===== config.mk =====
export PLATFORM = sky130hd
export DESIGN_NAME = dmem_arbiter
export DESIGN_NICKNAME = d
export VERILOG_FILES = /design/src/rtl/dmem_arbiter.sv
export SDC_FILE = /design/constraint.sdc
export NUM_CORES = 1
export LEC_CHECK = 0
export ABC_AREA = 1
export BUFFER_PORTS_ARGS = -buffer_cell sky130_fd_sc_hd__clkbuf_2
export CAP_MARGIN = 10
export CORE_ASPECT_RATIO = 1.2
export CORE_MARGIN = 2
export CORE_UTILIZATION = 44
export DETAILED_ROUTE_END_ITERATION = 10
export PLACE_DENSITY = 0.89
export SLEW_MARGIN = 20
export SYNTH_ARGS = -nofsm -noshare
export SYNTH_HDL_FRONTEND = slang
export SYNTH_SLANG_ARGS = --single-unit

===== constraint.sdc =====
create_clock -name clk -period 2.5 [get_ports clk]
set_input_delay 0.25 -clock clk [delete_from_list [all_inputs] [get_ports clk]]
set_output_delay 0.25 -clock clk [all_outputs]
set_load 0.005 [all_outputs]

===== src/rtl/dmem_arbiter.sv =====
// dmem_arbiter: two-port valid/ready arbiter and sequencer with read-modify-write byte stores for a word memory
module dmem_arbiter #(
  parameter int ARB_MODE = 0
) (
  input  logic        clk,
  input  logic        rst,
  input  logic        p0_valid,
  output logic        p0_ready,
  input  logic [31:0] p0_addr,
  input  logic [31:0] p0_wdata,
  input  logic        p0_we,
  input  logic [3:0]  p0_be,
  output logic        p0_resp_valid,
  output logic [31:0] p0_resp_rdata,
  input  logic        p1_valid,
  output logic        p1_ready,
  input  logic [31:0] p1_addr,
  input  logic [31:0] p1_wdata,
  input  logic        p1_we,
  input  logic [3:0]  p1_be,
  output logic        p1_resp_valid,
  output logic [31:0] p1_resp_rdata,
  output logic [31:0] mem_addr,
  output logic [31:0] mem_wdata,
  output logic        mem_we,
  output logic        mem_re,
  input  logic [31:0] mem_rdata,
  output logic        busy
);
  typedef enum logic [1:0] {IDLE, ACCESS, MERGE, RESP} state_t;
  state_t state, state_n;
  logic last_grant, win, hs, c_port, c_we, full, none, partial, done;
  logic [31:0] c_addr, c_wdata, old, mask;
  logic [3:0] c_be;
  assign win = p1_valid && (!p0_valid || (ARB_MODE == 0 && !last_grant));
  assign p0_ready = !rst && state == IDLE && p0_valid && !win;
  assign p1_ready = !rst && state == IDLE && win;
  assign hs = p0_ready || p1_ready;
  assign full = &c_be;
  assign none = ~|c_be;
  assign partial = c_we && !full && !none;
  assign done = (state == ACCESS && !partial) || state == MERGE;
  assign mask = {{8{c_be[3]}}, {8{c_be[2]}}, {8{c_be[1]}}, {8{c_be[0]}}};
  assign mem_re = !rst && state == ACCESS && (!c_we || partial);
  assign mem_we = !rst && (state == MERGE || (state == ACCESS && c_we && full));
  assign mem_addr = (state == ACCESS || state == MERGE) ? c_addr : '0;
  assign mem_wdata = state == MERGE ? (c_wdata & mask) | (old & ~mask) : c_wdata;
  assign p0_resp_valid = !rst && state == RESP && !c_port;
  assign p1_resp_valid = !rst && state == RESP && c_port;
  assign busy = state != IDLE;
  always_comb begin
    state_n = state == IDLE ? (hs ? ACCESS : IDLE) :
              state == ACCESS ? (partial ? MERGE : RESP) :
              state == MERGE ? RESP : IDLE;
  end
  always_ff @(posedge clk) begin
    state <= rst ? IDLE : state_n;
  end
  always_ff @(posedge clk) begin
    if (rst) begin
      last_grant <= 1'b1;
      p0_resp_rdata <= '0;
      p1_resp_rdata <= '0;
    end else begin
      if (hs) begin
        last_grant <= win;
        c_port <= win;
        c_addr <= win ? p1_addr : p0_addr;
        c_wdata <= win ? p1_wdata : p0_wdata;
        c_we <= win ? p1_we : p0_we;
        c_be <= win ? p1_be : p0_be;
      end
      if (state == ACCESS && partial) old <= mem_rdata;
      if (done && !c_port) p0_resp_rdata <= c_we ? '0 : mem_rdata;
      if (done && c_port) p1_resp_rdata <= c_we ? '0 : mem_rdata;
    end
  end
endmodule


==> flow_summary.toml <==
[floorplan]
initial_utilization_pct = 45.07
boundaryPins = 309
die_area_um2 = 18470
placementRows = 52
dieWidth_um = 124.4
core_area_um2 = 16980
dieHeight_um = 148.5

[clock_tree]
cts.clk_slew.worst_paths_ns = 0.07
clock_latency_ns = 0.42
holdBufCountCts = 0
cts_buffers = 17
cts_resized = 0
cts_root_buf = "clkbuf_16"
cts_buffer_depth = 2
cts.sinks = 169
cts_max_level = 4
cts_tree = "yes"
cts_setup_buffers = 0

[final_layout]
drive_above_1_share_pct = 32.48
area_growth_pct = 29.44
nFillCells = 1489
diodes = 0
multiInputGateArea_um2 = 2671
ff_latch_area_um2 = 4404
finalNetCount = 1381
finalInstanceArea_um2 = 9907
utilization_pct = 58.34

[timing]
setup_viol = 0
slew_violations = 0
finalClockSkew_ns = 0.01306
tns_ns = 0
max_slew_margin_pct = 56.18
rsz0062_at_grt = "no"
fin_crit_ns = 2.309
tightestPinTransition_ns = 0.6574
timing.final.crit_share_pct = 92.36
max_freq_mhz = 433.1
finalHoldViolCount = 0

[synthesis]
syn_avg_cell_area_um2 = 8.374
syn_inst = 914
ys_seq_elements = 169
synth_warnings = 0
synth_nets = 1092
netlist_area_um2 = 7654
synthDistinctLibCells = 21
seq_area_frac_synth_pct = 57.54

[global_routing]
grt_max_degree = 67
grt_first_pass_wirelength_mm = 34.04
grt_use_total_pct = 23.73
grt_pass1_vias = 6607
grt.overflow.total = 0
antenna_found_initial = 0

[power_and_ir_drop]
combPwrFrac_pct = 20.1
clkPwrFrac_pct = 33.1
seqPwrFrac_pct = 46.8
p_int_mw = 5.108
swShare_pct = 29.12
net-switching-power_mw = 2.099
p_per_area_nw_per_um2 = 727.5
p_leak_nw = 5.291
peakVddDrop_mv = 0.4532

[critical_path]
criticalPathCategory = "flop to output port"
critPathMaxFanout = 8
cp.required_ns = 2.25
crit_path_end_kind = "output port"
startpoint_type = "flop"
arrival_ns = 2.06

[detailed_routing]
post-route-drc-count = 0
drt_iter0_drc = 499
ant_nets = 0
detail_route.wirelength_mm = 21.78
routedWlPerCell_um = 15.21
firstDrtPassIters = 6
vias = 6954
vias_per_cell = 4.856

[placed_design]
dpl_cell_area_um2 = 9383
dp_hpwl_mm = 16.17
port_buffers = 308
place_congestion = 0.8847

[outcome]
status = "finished clean"

[flow_run]
max_cap_violations = 0

[hold_path]
hold_path_class = "primary input to flop"
-- flip-flops by register name (all words and copies together), names as in the netlist --
signal,cells
p1_resp_rdata,32
old,32
last_grant,1
c_we,1
c_port,1
state,2
c_wdata,32
c_addr,32
p0_resp_rdata,32
c_be,4
-- through the flow --
| stage | std cells | total power, mW | hold slack (ns) | setup WS [ns] |
|---|---|---|---|---|
| 6_report | 1432 | 7.208 | 0.02823 | 0.1909 |
| 4_1_cts | 1432 | 7.267 | 0.005945 | 0.1024 |
| 3_5_place_dp | 1400 | 4.890 | 0.4535 | 0.5422 |
| 5_1_grt | 1432 | 7.573 | 0.007388 | 0.08182 |
| 3_3_place_gp | 1400 | 4.845 | 0.4471 | 0.5608 |
| 2_1_floorplan | 914 | 4.228 | 0.3489 | 0.04684 |
-- cells in the final DEF (no fill, tap or decap) --
cell / count
a21oi_1: 43
buf_12: 3
buf_4: 9
clkbuf_1: 1
clkbuf_16: 17
clkbuf_2: 308
clkinv_1: 1
clkinv_2: 4
clkinv_4: 1
clkinvlp_4: 1
dfxtp_1: 67
edfxtp_1: 102
ha_1: 4
inv_1: 91
inv_2: 4
inv_4: 6
inv_6: 2
inv_8: 1
mux2_2: 32
nand2_1: 371
nand2_2: 3
nand2_4: 2
nand3_1: 40
nand3_2: 1
nand4_1: 1
nor2_1: 95
nor2_4: 1
nor3_1: 3
o21a_1: 1
o21ai_0: 1
-- cell families after synthesis --
kind of cell | after synthesis | synth area share, %
AND/OR/NAND/NOR | 517 | 26.43
flip-flops | 169 | 57.54
buffers and inverters | 147 | 7.683
AO/OA/AOI/OAI | 45 | 2.975
multiplexers | 32 | 4.708
adder cells (fa/ha/maj) | 4 | 0.6539
-- power groups by stage --
stage | Combinational [mW] | Clock [mW] | Sequential (mW)
6_report | 1.45 | 2.38 | 3.38
2_1_floorplan | 0.811 | 0 | 3.42
3_5_place_dp | 1.46 | 0 | 3.43
4_1_cts | 1.46 | 2.43 | 3.38
3_3_place_gp | 1.42 | 0 | 3.42
5_1_grt | 1.63 | 2.54 | 3.40
-- final timing paths --
path                                        from                              to  slack (ns)  cells past startpoint
setup / recovery             state[0]$_SDFF_PP0_                   mem_wdata[15]        0.19                      5
hold / removal                     mem_rdata[22]               old[22]$_DFFE_PP_        0.03                      1
setup reg to reg               c_be[2]$_DFFE_PP_   p1_resp_rdata[1]$_SDFFE_PP0P_        0.52                      9
hold reg to reg   p0_resp_rdata[26]$_SDFFE_PP0P_  p0_resp_rdata[26]$_SDFFE_PP0P_        0.48                      2
-- Yosys cell counts --
cell type | number | share of area [%]
buf_6 | 2 | 0.29
nand2_4 | 2 | 0.29
nand2_2 | 2 | 0.16
inv_1 | 94 | 4.6
edfxtp_1 | 102 | 40
dfxtp_1 | 67 | 18
nor3_1 | 3 | 0.20
nand2_1 | 372 | 18
o21a_1 | 1 | 0.098
buf_2 | 17 | 1.1
ha_1 | 4 | 0.65
buf_1 | 4 | 0.20
nand4_1 | 1 | 0.082
a21oi_1 | 43 | 2.8
inv_2 | 3 | 0.15
nand3_2 | 1 | 0.13
o21ai_0 | 1 | 0.065
nor2_1 | 96 | 4.7
mux2_2 | 32 | 4.7
nand3_1 | 40 | 2.6
clkbuf_1 | 27 | 1.3
-- layer usage --
layer | up-vias | routed length [µm] | part of all wire (%) | track usage (%)
met4 | 0 | 714 | 3.3 | 11.91
met3 | 49 | 1497 | 6.9 | 5.108
met2 | 314 | 11130 | 51 | 41.50
met1 | 3156 | 8434 | 39 | 27.62
li1 | 3435 | - | - | -
met5 | - | 0 | 0 | 0
-- cell type report --
type	count	share of cell area [%]
clock buffer	18	4.332
clock inverter	14	0.9346
inverter	97	3.738
multi-input combinational	598	26.96
sequential	169	44.46
tap	216	2.728
timing repair buffer	320	16.85
-- critical path: stages, from the launching register on --
cell	delay (ns)
dfxtp_1	0.36
inv_1	0.07
ha_1	0.26
nand2_1	0.41
mux2_2	0.42
clkbuf_2	0.12
Note: power is estimated with default switching activity, not from simulation.
